## config.mk

```make
export PLATFORM = sky130hd
export DESIGN_NAME = bcd_serial_add_ctrl
export DESIGN_NICKNAME = d
export VERILOG_FILES = /design/src/rtl/bcd_serial_add_ctrl.sv
export SDC_FILE = /design/constraint.sdc
export NUM_CORES = 1
export LEC_CHECK = 0
export CORE_UTILIZATION = 29
export CTS_CLUSTER_SIZE = 25
export DETAILED_ROUTE_END_ITERATION = 6
export SYNTH_ARGS = -nofsm -noshare
export SYNTH_HDL_FRONTEND = slang
export SYNTH_SLANG_ARGS = --single-unit
```

## constraint.sdc

```tcl
create_clock -name clk -period 3.74 [get_ports clk]
set_input_delay 0.561 -clock clk [delete_from_list [all_inputs] [get_ports clk]]
set_output_delay 0.561 -clock clk [all_outputs]
set_load 0.02 [all_outputs]
```

## src/rtl/bcd_serial_add_ctrl.sv

```systemverilog
// Digit-serial packed-BCD adder: one shared single-digit BCD stage, LSD first,
// start/busy/done handshake with registered result held until the next completion.
module bcd_serial_add_ctrl #(
  parameter int unsigned DIGITS = 4
) (
  input  logic                  clk,
  input  logic                  rst_n,
  input  logic                  start,
  input  logic [4*DIGITS-1:0]   a,
  input  logic [4*DIGITS-1:0]   b,
  input  logic                  cin,
  output logic                  busy,
  output logic                  done,
  output logic [4*DIGITS-1:0]   sum,
  output logic                  cout,
  output logic                  err
);

  localparam int unsigned W    = 4 * DIGITS;
  localparam int unsigned IdxW = (DIGITS > 1) ? $clog2(DIGITS) : 1;
  localparam logic [IdxW-1:0] LastIdx = IdxW'(DIGITS - 1);

  typedef enum logic [1:0] {
    StIdle,
    StRun,
    StDone
  } state_e;

  state_e          state_q;
  logic [W-1:0]    a_q, b_q, work_q;
  logic            c_q;
  logic            err_w_q;
  logic [IdxW-1:0] idx_q;

  logic [3:0]      a_dig, b_dig, dig;
  logic [4:0]      raw, adj;
  logic            c_nxt;
  logic [W-1:0]    work_d;
  logic            in_err;

  // Shared single-digit BCD stage operating on the latched operands.
  always_comb begin
    a_dig  = a_q[{idx_q, 2'b00} +: 4];
    b_dig  = b_q[{idx_q, 2'b00} +: 4];
    raw    = {1'b0, a_dig} + {1'b0, b_dig} + {4'b0000, c_q};
    adj    = raw + 5'd6;
    if (raw > 5'd9) begin
      dig   = adj[3:0];
      c_nxt = 1'b1;
    end else begin
      dig   = raw[3:0];
      c_nxt = 1'b0;
    end
    work_d = work_q;
    work_d[{idx_q, 2'b00} +: 4] = dig;
  end

  // Invalid-digit flag over the operands being accepted this edge.
  always_comb begin
    in_err = 1'b0;
    for (int i = 0; i < int'(DIGITS); i++) begin
      if (a[4*i +: 4] > 4'd9 || b[4*i +: 4] > 4'd9) in_err = 1'b1;
    end
  end

  always_ff @(posedge clk or negedge rst_n) begin
    if (!rst_n) begin
      state_q <= StIdle;
      a_q     <= '0;
      b_q     <= '0;
      work_q  <= '0;
      c_q     <= 1'b0;
      err_w_q <= 1'b0;
      idx_q   <= '0;
      busy    <= 1'b0;
      done    <= 1'b0;
      sum     <= '0;
      cout    <= 1'b0;
      err     <= 1'b0;
    end else begin
      done <= 1'b0;
      unique case (state_q)
        StIdle, StDone: begin
          if (start) begin
            a_q     <= a;
            b_q     <= b;
            c_q     <= cin;
            err_w_q <= in_err;
            work_q  <= '0;
            idx_q   <= '0;
            busy    <= 1'b1;
            state_q <= StRun;
          end else begin
            busy    <= 1'b0;
            state_q <= StIdle;
          end
        end
        StRun: begin
          work_q <= work_d;
          c_q    <= c_nxt;
          if (idx_q == LastIdx) begin
            sum     <= work_d;
            cout    <= c_nxt;
            err     <= err_w_q;
            done    <= 1'b1;
            busy    <= 1'b0;
            state_q <= StDone;
          end else begin
            idx_q <= idx_q + IdxW'(1);
          end
        end
        default: begin
          busy    <= 1'b0;
          state_q <= StIdle;
        end
      endcase
    end
  end

endmodule

```

# Yosys cells after proc, flatten, opt, wreduce, memory -nomap -nowiden
# Index checks and enable logic that the tools add are counted.
# totals
word_cells	69
input_bits	36
register_bits	74
# op_classes
n_eq_ne	6
n_shift	4
addsub	5
reduce_logical	11
n_mux	22
magnitude_cmp	9
# op_table
cell	count
> comparator 4 bit (second input constant)	8
case mux 16 bit (2 select lines)	1
variable part select 16 x 5 -> 4 bit	2
bitwise mux 16 bit	1
two-way mux 16 bit	1
variable shift 4 x 6 -> 16 bit (first input constant)	1
variable part select 4 x 6 -> 16 bit	1
two-way mux 1 bit	11
case mux 2 bit (2 select lines)	2
two-way mux 2 bit	3
inequality test 2 bit (second input constant)	3
negation 4 -> 6 bit	1
AND reduction 2 bit	3
adder 4 x 4 -> 5 bit	1
adder 5 x 1 -> 5 bit	1
> comparator 5 x 4 -> 1 bit (second input constant)	1
adder 4 x 3 -> 4 bit (second input constant)	1
equality test 2 bit (second input constant)	2
logical OR 1 bit	4
two-way mux 4 bit	1
case mux 1 bit (2 select lines)	2
AND reduction 3 bit	1
adder 2 x 1 -> 2 bit (second input constant)	1
equality test 2 x 1 -> 1 bit (second input constant)	1
3 further kinds	3

# Depth between registers and ports, before layout
# Gate-level depths: netlist of the first run.
# logic_depth
depth_word	8
mapped_depth	11

# Least setup slack after synthesis of the first run
# Ideal clock, no wire load.
# synth_path
path_type	register -> register
from	reg idx_q[0]
to	reg sum[2]
required_ns	3.666
stages_incl_launch_ff	12
t_arrival_ns	3.537
period_less_slack_ns	3.612
setup_slack_ns	0.128
n_path_buf	1
path_cell_list	dfrtp_1 -> buf_2 -> mux4_2 -> fa_1 -> fa_1 -> xnor2_1 -> ha_1 -> nor2b_1 -> a31o_1 -> o31a_1 -> mux2_4 -> o21ai_2
# synth_between
elab_chain_cells	7
word_cells_on_any_way	13
# synth_rtl
element	line	rtl
from (decl)	33	logic [IdxW-1:0] idx_q;
from (signal assigned)	109	idx_q <= idx_q + IdxW'(1);
variable part select 16 x 5 -> 4 bit, on equally long branches	43, 44	
adder 4 x 4 -> 5 bit	45	raw = {1'b0, a_dig} + {1'b0, b_dig} + {4'b0000, c_q};
adder 5 x 1 -> 5 bit	45	
adder 4 x 3 -> 4 bit / > comparator 5 x 4 -> 1 bit (equally long branches)	46, 47	
two-way mux 4 bit	47	if (raw > 5'd9) begin
variable part select 4 x 6 -> 16 bit	55	work_d[{idx_q, 2'b00} +: 4] = dig;
bitwise mux 16 bit	55	
to (signal assigned)	102	sum <= work_d;
to (decl)	14	output logic [4*DIGITS-1:0] sum,
# Several ways; a longest one is shown, not always the timed one.
# A chain may end at the register's enable or synchronous reset.

# Worst setup path in the final report of the first run
# layout_path
from	reg idx_q[0]
to	reg work_q[10]
# layout_between
elab_chain_cells	8
word_cells_on_any_way	12
# layout_rtl
element	line	rtl
variable part select 16 x 5 -> 4 bit, on equally long branches	43, 44	
adder 4 x 4 -> 5 bit	45	
adder 5 x 1 -> 5 bit	45	
adder 4 x 3 -> 4 bit / > comparator 5 x 4 -> 1 bit (equally long branches)	46, 47	
two-way mux 4 bit	47	
variable part select 4 x 6 -> 16 bit	55	
bitwise mux 16 bit *	55	
case mux 16 bit (2 select lines) *	82	unique case (state_q)
to (signal assigned)	99	work_q <= work_d;
to (decl)	30	logic [W-1:0] a_q, b_q, work_q;
# Mark *: on every way between the ends. The rest lies on a longest branch, timed or not.

==> results of run 1 <==
[per-stage QoR]
| stage | worst slack (ns) | area, um2 | instances | hold WS, ns |
|---|---|---|---|---|
| after floorplan | 0.1281 | 3413 | 287 | 0.2654 |
| after CTS | 0.1570 | 4482 | 499 | 0.4703 |
| after global placement | 0.2781 | 4172 | 483 | 0.4539 |
| after detailed placement | 0.1830 | 4172 | 483 | 0.4581 |
| final | 0.1921 | 4484 | 499 | 0.4505 |
| after global routing | -0.05172 | 4484 | 499 | 0.4887 |
[final cells by class]
type | instances | area [um2]
fillers | 1117 | 6983
well taps | 143 | 178.9
inverters | 10 | 37.54
multi-input cells | 192 | 1510
clock buffers | 9 | 225.2
clock inverters | 7 | 85.08
repair buffers | 65 | 620.6
flip-flops and latches | 73 | 1827
[cell usage in the layout (no fill, tap or decap), types with 2 or more instances in the layout]
master	Yosys	layout
a21oi_1	20	20
a221oi_1	4	4
a32o_1	4	4
and3_1	10	10
buf_4	0	10
bufinv_16	0	2
clkbuf_16	0	9
clkdlybuf4s50_1	0	54
clkinv_2	0	5
dfrtp_1	73	73
fa_1	2	2
ha_1	10	10
inv_1	10	10
mux2_2	32	32
mux4_2	8	8
nand2_1	29	29
nand4_1	2	2
nor2_1	12	12
nor2b_1	3	2
nor3_1	2	2
nor3b_1	3	3
o21ai_0	27	27
o21ai_2	8	8
[state kept, by name, indices dropped and copies added (netlist names)]
name     cells
c_q          1
done         1
a_q         16
work_q      16
b_q         16
err_w_q      1
err          1
sum         16
state_q      2
cout         1
idx_q        2
[per-layer routing]
metal  up-vias  share of wire
li1       1167              -
met1      1207           0.46
met2        63           0.48
met3         6          0.049
met4         0         0.0090
met5         -              0
[worst max path at each step]
stage / to / slack, ns
floorplan: sum[2] / 0.13
global placement: sum[2] / 0.28
detailed placement: sum[2] / 0.18
CTS: sum[2] / 0.16
global route: sum[3] / -0.05
finish: work_q[10] / 0.19
[what timing repair did]
action | 4_1_cts | 5_1_grt
setup endpoints to repair | 0 | 8
setup buffers | 0 | 0
gates resized for setup | 0 | 1
[logic make-up (layout without fill, tap and decap cells)]
family          Yosys count  in the layout  synth area share
buf+inv                  22             91           0.02530
mux                      41             41            0.1628
simple gates             67             67           0.09347
flops                    73             73            0.5352
compound gates           70             70            0.1276
xor+xnor                  2              2          0.007333
fa+ha+maj                12             12           0.04839
==> results.py, run 1 <==
metrics = {
    "clocking": {
        "cts.sinks": 73,
        "hold_buffers": 0,
        "clk_pin_slew_ns": 0.06,
        "root_buffer": "clkbuf_16",
        "clkLatencyLatePin_ns": 0.33,
        "tritoncts": "done",
        "clock_path_buffers": 2,
        "cts_max_level": 3,
        "cts_buffers": 9,
    },
    "run": {
        "maxCapViolations": 0,
    },
    "setup_path": {
        "critPathLaunch": "idx_q[0]",
        "reg2reg_slack_ns": 0.19,
        "path_cells": "mux4_2 > fa_1 > fa_1 > xnor2_1 > ha_1 > nor2b_1 > a31o_1 > o31a_1 > mux2_4 > o21ai_2",
        "worstReg2RegEnd": "work_q[10]",
        "critPathSlowestCell": "mux4_2",
        "worstPathMaxFanout": 8,
        "worst_setup_path_end_kind": "flip-flop",
        "path_delay_family": "adder cells",
        "worstSetupPathType": "flip-flop to flip-flop",
        "cp.arrival_ns": 3.80,
        "worst_setup_path_start_kind": "flip-flop",
        "r2r_start": "idx_q[0]",
        "r2r_cells": 10,
        "crit_cells": 10,
        "cp_common_cell": "fa_1",
        "cp.required_ns": 3.99,
        "max_stage_delay_ns": 0.53,
        "path_buf_inv": 0,
    },
    "drt": {
        "ant_nets": 0,
        "wirelength_um": 7641,
        "wl_per_cell_um": 15.31,
        "via_per_inst": 4.896,
        "drtPass1Iterations": 4,
        "num_vias": 2443,
        "route.detailed.drc": 0,
        "drt_iter0_drc": 123,
    },
    "sta": {
        "tightest_slew_ns": 0.9435,
        "drv_slew": 0,
        "setup_viol": 0,
        "fmax_mhz": 281.9,
        "clock-skew-final_ns": 0.006999,
        "period_needed_ns": 3.548,
        "finalHoldViolations": 0,
        "post-route-period-util": 0.9486,
        "slew_headroom": 0.3710,
        "fin_setup_tns_ns": 0,
    },
    "finish": {
        "drive_above_1_share": 0.2247,
        "post-route-util": 0.3911,
        "num_antenna_cells": 0,
        "syn2layout_area_growth_pct": 31.38,
        "nets": 399,
    },
    "yosys": {
        "ys_warn_count": 0,
        "dominantRegCellSynth": "dfrtp_1",
        "synth-seq-area-share": 0.5352,
        "synth_cell_types": 36,
        "netlist_area_um2": 3413,
        "synth.top_cell.area_share": 0.5352,
        "synth_edf_count": 0,
        "synth_cells": 287,
        "synth-seq-cells": 73,
        "synth_common_cells": "dfrtp_1, mux2_2, nand2_1, o21ai_0, a21oi_1",
        "syn-num-nets": 335,
        "postSynthAreaPerCell_um2": 11.89,
        "ys_top_cells_by_area": "dfrtp_1, mux2_2, mux4_2",
        "async_flop_share": 1.000,
        "synth_top_cell_by_area": "dfrtp_1",
        "yosysMostFrequentCell": "dfrtp_1",
    },
    "place": {
        "port_buffers": 55,
        "place_congestion": 0.7485,
        "dp.final_hpwl_um": 5491,
    },
    "grt": {
        "gr-total-overflow": 0,
        "antenna_found_initial": 0,
        "grt_pass1_vias": 2561,
        "met3_usage": 0.03732,
        "use_met1": 0.1775,
        "busiest_layer": "met2",
        "grt_pass1_wl_um": 13100,
        "grt_util_met2": 0.2211,
        "grt_usage": 0.1358,
        "grt_max_degree": 74,
    },
    "die": {
        "io_pins": 56,
        "core_um2": 11470,
        "chipWidth_um": 110.5,
        "dieArea_um2": 12210,
        "die_h_um": 110.5,
        "row_count": 39,
        "initial_core_util": 0.2977,
    },
    "status": {
        "status": "finished clean",
    },
    "hold_path": {
        "hold_path_class": "input port to asynchronous set/reset pin",
    },
}
Power of run 1 is left out: the tool's default activity adds up to more than one toggle a clock period on the data nets, which glitch-free logic cannot reach.
==> run 2: changes to the inputs <==
--- a/config.mk
+++ b/config.mk
@@ -8,6 +8,7 @@
 export CORE_UTILIZATION = 29
 export CTS_CLUSTER_SIZE = 25
 export DETAILED_ROUTE_END_ITERATION = 6
+export PLACE_DENSITY_LB_ADDON = 0.12
 export SYNTH_ARGS = -nofsm -noshare
 export SYNTH_HDL_FRONTEND = slang
 export SYNTH_SLANG_ARGS = --single-unit
==> constraint.sdc (replaced) <==
create_clock -name clk -period 3.5 [get_ports clk]
set_input_delay 0.525 -clock clk [delete_from_list [all_inputs] [get_ports clk]]
set_output_delay 0.525 -clock clk [all_outputs]
set_load 0.02 [all_outputs]
==> results.py, run 2 (synthesis gave the netlist of run 1 again) <==
metrics = {
    "die": {
        "io_pins": 56,
        "core_um2": 11470,
        "chipWidth_um": 110.5,
        "initial_core_util": 0.2977,
        "dieArea_um2": 12210,
        "die_h_um": 110.5,
        "row_count": 39,
    },
    "status": {
        "status": "finished clean",
    },
    "sta": {
        "clock-skew-final_ns": 0.007304,
        "rsz0062_at_grt": "false",
        "holdWs_ns": 0.2950,
        "period_needed_ns": 3.371,
        "setup_viol": 0,
        "tightest_slew_ns": 0.8349,
        "slew_headroom": 0.4434,
        "setup_slack_ns": 0.1287,
        "post-route-period-util": 0.9632,
        "fmax_mhz": 296.6,
        "finalHoldViolations": 0,
        "drv_slew": 0,
    },
    "drt": {
        "top_layer_used": "met4",
        "route.detailed.drc": 0,
        "wl_met3_um": 240,
        "wl_met1_um": 3693,
        "wirelength_um": 7770,
        "ant_nets": 0,
        "num_vias": 2446,
        "drt_iter0_drc": 141,
        "via_per_inst": 4.834,
        "drtPass1Iterations": 4,
        "wl_met2_um": 3719,
        "wl_per_cell_um": 15.36,
    },
    "grt": {
        "grt_usage": 0.1381,
        "antenna_found_initial": 0,
        "grt_pass1_vias": 2562,
        "grt_pass1_wl_um": 13160,
        "grt_max_degree": 43,
        "gr-total-overflow": 0,
    },
    "setup_path": {
        "worstPathMaxFanout": 8,
        "max_stage_delay_ns": 0.52,
        "cp.arrival_ns": 3.63,
        "critPathSlowestCell": "mux4_2",
        "cp_common_cell": "fa_2",
        "cp.required_ns": 3.76,
        "path_cells": "mux4_2 > fa_2 > fa_2 > inv_1 > ha_1 > nor2b_1 > a31o_1 > o31a_1 > mux2_4 > o21ai_2",
        "worst_setup_path_end_kind": "flip-flop",
        "worst_setup_path_start_kind": "flip-flop",
        "worstSetupPathType": "flip-flop to flip-flop",
    },
    "place": {
        "pre_cts_ws_ns": -0.01854,
        "dp.final_hpwl_um": 5499,
        "place_congestion": 0.7200,
        "port_buffers": 55,
    },
    "clocking": {
        "tritoncts": "done",
        "hold_buffers": 0,
        "clk_pin_slew_ns": 0.06,
        "root_buffer": "clkbuf_16",
        "cts_max_level": 3,
        "cts.sinks": 73,
        "clkLatencyLatePin_ns": 0.33,
        "clock_path_buffers": 2,
        "cts_buffers": 9,
    },
    "hold_path": {
        "hold_path_class": "input port to asynchronous set/reset pin",
    },
    "run": {
        "maxCapViolations": 0,
    },
    "finish": {
        "drive_above_1_share": 0.2452,
        "syn2layout_area_growth_pct": 32.99,
        "fill_cells": 1120,
        "final_common_cell": "dfrtp_1",
        "nets": 406,
        "layout_common_cells": "dfrtp_1, clkdlybuf4s50_1, mux2_2",
        "num_antenna_cells": 0,
    },
}
==> run 2: cell types whose count changed in the layout (fill, tap and decap cells not counted) <==
cell and change:
dfrtp_2 +1, clkinvlp_4 +3, fa_1 -2, bufinv_16 -1
clkinv_4 +1, buf_4 +6, clkinv_2 -3, dfrtp_1 -1
nand2b_1 +1, fa_2 +2, nand2b_2 -1, buf_12 +1
==> run 2: what timing repair did <==
action,in CTS,in global routing
endpoints found under the setup margin,7,23
hold endpoints to repair,0,0
setup buffers,1,1
resized for setup,1,2
pin swaps,0,3
==> run 2: critical path: cells and delay by family, from the launching register on <==
family	cells	cell delay, ns
buffers and inverters	1	0.05
AO/OA/AOI/OAI	3	0.69
multiplexers	2	0.92
AND/OR/NAND/NOR	1	0.13
adder cells (fa/ha/maj)	3	1.10
flip-flops	1	0.40
==> run 2: path summary, 6_finish.rpt <==
path / from / endpoint / slack [ns] / cells past startpoint
worst max-delay path: idx_q[0] / work_q[14] / 0.13 / 10
worst min-delay path: rst_n / sum[3] / 0.29 / 1
worst max register to register: idx_q[0] / work_q[14] / 0.13 / 10
worst min register to register: work_q[7] / work_q[7] / 0.47 / 2
max in group asynchronous: rst_n / idx_q[0] / 2.50 / 2
min in group clk: work_q[7] / work_q[7] / 0.47 / 2
==> run 2: cell type report <==
| class | count | area, um2 | area share |
|---|---|---|---|
| Sequential cell | 73 | 1828 | 0.4027 |
| Timing Repair Buffer | 72 | 685.7 | 0.1510 |
| Clock inverter | 7 | 71.32 | 0.01571 |
| Tap cell | 143 | 178.9 | 0.03942 |
| Inverter | 10 | 37.54 | 0.008269 |
| Multi-Input combinational cell | 192 | 1513 | 0.3332 |
| Clock buffer | 9 | 225.2 | 0.04961 |
==> run 2: metrics by stage <==
| stage | utilization | setup TNS, ns | instances | instance area [um2] |
|---|---|---|---|---|
| global route | 0.3959 | 0 | 506 | 4539 |
| detailed placement | 0.3681 | -0.1185 | 488 | 4222 |
| floorplan | - | 0 | 287 | 3420 |
| finish | 0.3959 | 0 | 506 | 4539 |
| global placement | 0.3681 | 0 | 488 | 4222 |
| CTS | 0.3949 | 0 | 505 | 4528 |
==> run 2: per-layer routing <==
layer / up-vias / global-route usage
met4: 0 / 0.04800
met1: 1202 / 0.1794
met3: 10 / 0.03403
li1: 1186 / -
met2: 48 / 0.2240
met5: - / 0
Power of run 2 is left out for the same reason.
==> run 3: changes to the inputs <==
==> constraint.sdc (replaced) <==
create_clock -name clk -period 3.56 [get_ports clk]
set_input_delay 0.534 -clock clk [delete_from_list [all_inputs] [get_ports clk]]
set_output_delay 0.534 -clock clk [all_outputs]
set_load 0.02 [all_outputs]
==> results.py, run 3 (synthesis gave the netlist of run 1 again) <==
metrics = {
    "sta": {
        "fin_setup_tns_ns": 0,
        "fmax_mhz": 293.0,
        "finalHoldViolations": 0,
        "slew_headroom": 0.4151,
        "period_needed_ns": 3.412,
        "clock-skew-final_ns": 0.009334,
        "setup_viol": 0,
        "tightest_slew_ns": 0.8773,
        "holdWs_ns": 0.3181,
        "rsz0062_at_grt": "false",
        "drv_slew": 0,
        "post-route-period-util": 0.9585,
    },
    "drt": {
        "num_vias": 2450,
        "route.detailed.drc": 0,
        "wirelength_um": 7693,
        "drt_iter0_drc": 88,
        "wl_per_cell_um": 15.26,
        "ant_nets": 0,
        "drtPass1Iterations": 4,
        "via_per_inst": 4.861,
    },
    "clocking": {
        "cts_buffers": 9,
        "clk_pin_slew_ns": 0.06,
        "cts.sinks": 73,
        "tritoncts": "done",
        "cts_max_level": 3,
        "clkLatencyLatePin_ns": 0.34,
        "clock_path_buffers": 2,
        "root_buffer": "clkbuf_16",
    },
    "setup_path": {
        "cp.arrival_ns": 3.67,
        "worstSetupPathType": "flip-flop to flip-flop",
        "worst_setup_path_end_kind": "flip-flop",
        "reg2reg_slack_ns": 0.15,
        "worst_setup_path_start_kind": "flip-flop",
        "worstReg2RegEnd": "sum[14]",
        "r2r_start": "idx_q[0]",
        "worstPathMaxFanout": 8,
        "cp.required_ns": 3.82,
        "r2r_cells": 10,
    },
    "place": {
        "dp.final_hpwl_um": 5564,
        "place_congestion": 0.6900,
        "port_buffers": 55,
    },
    "grt": {
        "use_met1": 0.1824,
        "grt_pass1_wl_um": 13530,
        "busiest_layer": "met2",
        "antenna_found_initial": 0,
        "grt_max_degree": 43,
        "grt_usage": 0.1386,
        "grt_pass1_vias": 2596,
        "gr-total-overflow": 0,
        "met3_usage": 0.03787,
        "grt_util_met2": 0.2240,
    },
    "status": {
        "status": "finished clean",
    },
    "die": {
        "dieArea_um2": 12210,
        "row_count": 39,
        "io_pins": 56,
        "die_h_um": 110.5,
        "core_um2": 11470,
        "chipWidth_um": 110.5,
        "initial_core_util": 0.2977,
    },
    "finish": {
        "drive_above_1_share": 0.2410,
        "post-route-util": 0.3954,
        "syn2layout_area_growth_pct": 32.84,
        "num_antenna_cells": 0,
        "final_common_cell": "dfrtp_1",
        "layout_common_cells": "dfrtp_1, clkdlybuf4s50_1, mux2_2",
        "nets": 404,
    },
    "hold_path": {
        "hold_path_class": "input port to asynchronous set/reset pin",
    },
    "run": {
        "maxCapViolations": 0,
    },
}
run 3: cell types whose count changed in the layout (fill, tap and decap cells not counted), sizes merged:
cell,delta
buf,-2
clkinv,+1
clkbuf,+1
inv,+1
clkinvlp,-3
run 3: what timing repair did:
| action | in CTS | in global routing |
|---|---|---|
| setup buffers | 1 | 2 |
| setup endpoints to repair | 1 | 23 |
| pin swaps | 0 | 2 |
| resized for setup | 0 | 3 |
| hold buffers | 0 | 0 |
run 3: routing by layer:
layer / wire length [um] / share of wire / vias to the layer above
met3: 261 / 0.034 / 7
met5: 0 / 0 / -
met1: 3667 / 0.48 / 1217
li1: - / - / 1181
met2: 3698 / 0.48 / 45
met4: 65 / 0.0084 / 0
run 3: worst max-delay path by stage:
stage | from | to | slack [ns]
floorplan | idx_q[0] | sum[2] | 0.03
global placement | idx_q[0] | sum[2] | 0.11
detailed placement | idx_q[0] | sum[14] | 0.02
CTS | idx_q[0] | sum[14] | 0.04
global route | idx_q[0] | sum[2] | 0.02
finish | idx_q[0] | sum[14] | 0.15
run 3: cell type report:
| cell class | count | area, um2 |
|---|---|---|
| Fill cell | 1123 | 6933 |
| Sequential cell | 73 | 1827 |
| Multi-Input combinational cell | 192 | 1515 |
| Timing Repair Buffer | 70 | 670.6 |
| Clock buffer | 10 | 239.0 |
| Tap cell | 143 | 178.9 |
| Clock inverter | 6 | 66.31 |
| Inverter | 10 | 37.54 |
run 3: critical path: stages (launching register included):
cell	delay, ns
dfrtp_1	0.40
mux4_2	0.53
fa_2	0.39
fa_2	0.52
inv_1	0.08
ha_2	0.19
nor2b_1	0.13
a31o_1	0.20
o31a_1	0.34
mux2_4	0.41
o21ai_2	0.15
run 3: through the flow:
| step | cell area [um2] | instances | setup slack, ns |
|---|---|---|---|
| 2_1_floorplan | 3416 | 287 | 0.02988 |
| 3_3_place_gp | 4207 | 486 | 0.1085 |
| 3_5_place_dp | 4207 | 486 | 0.01987 |
| 4_1_cts | 4519 | 503 | 0.03502 |
| 5_1_grt | 4534 | 504 | 0.01635 |
| 6_report | 4534 | 504 | 0.1476 |
Power of run 3 is left out for the same reason.
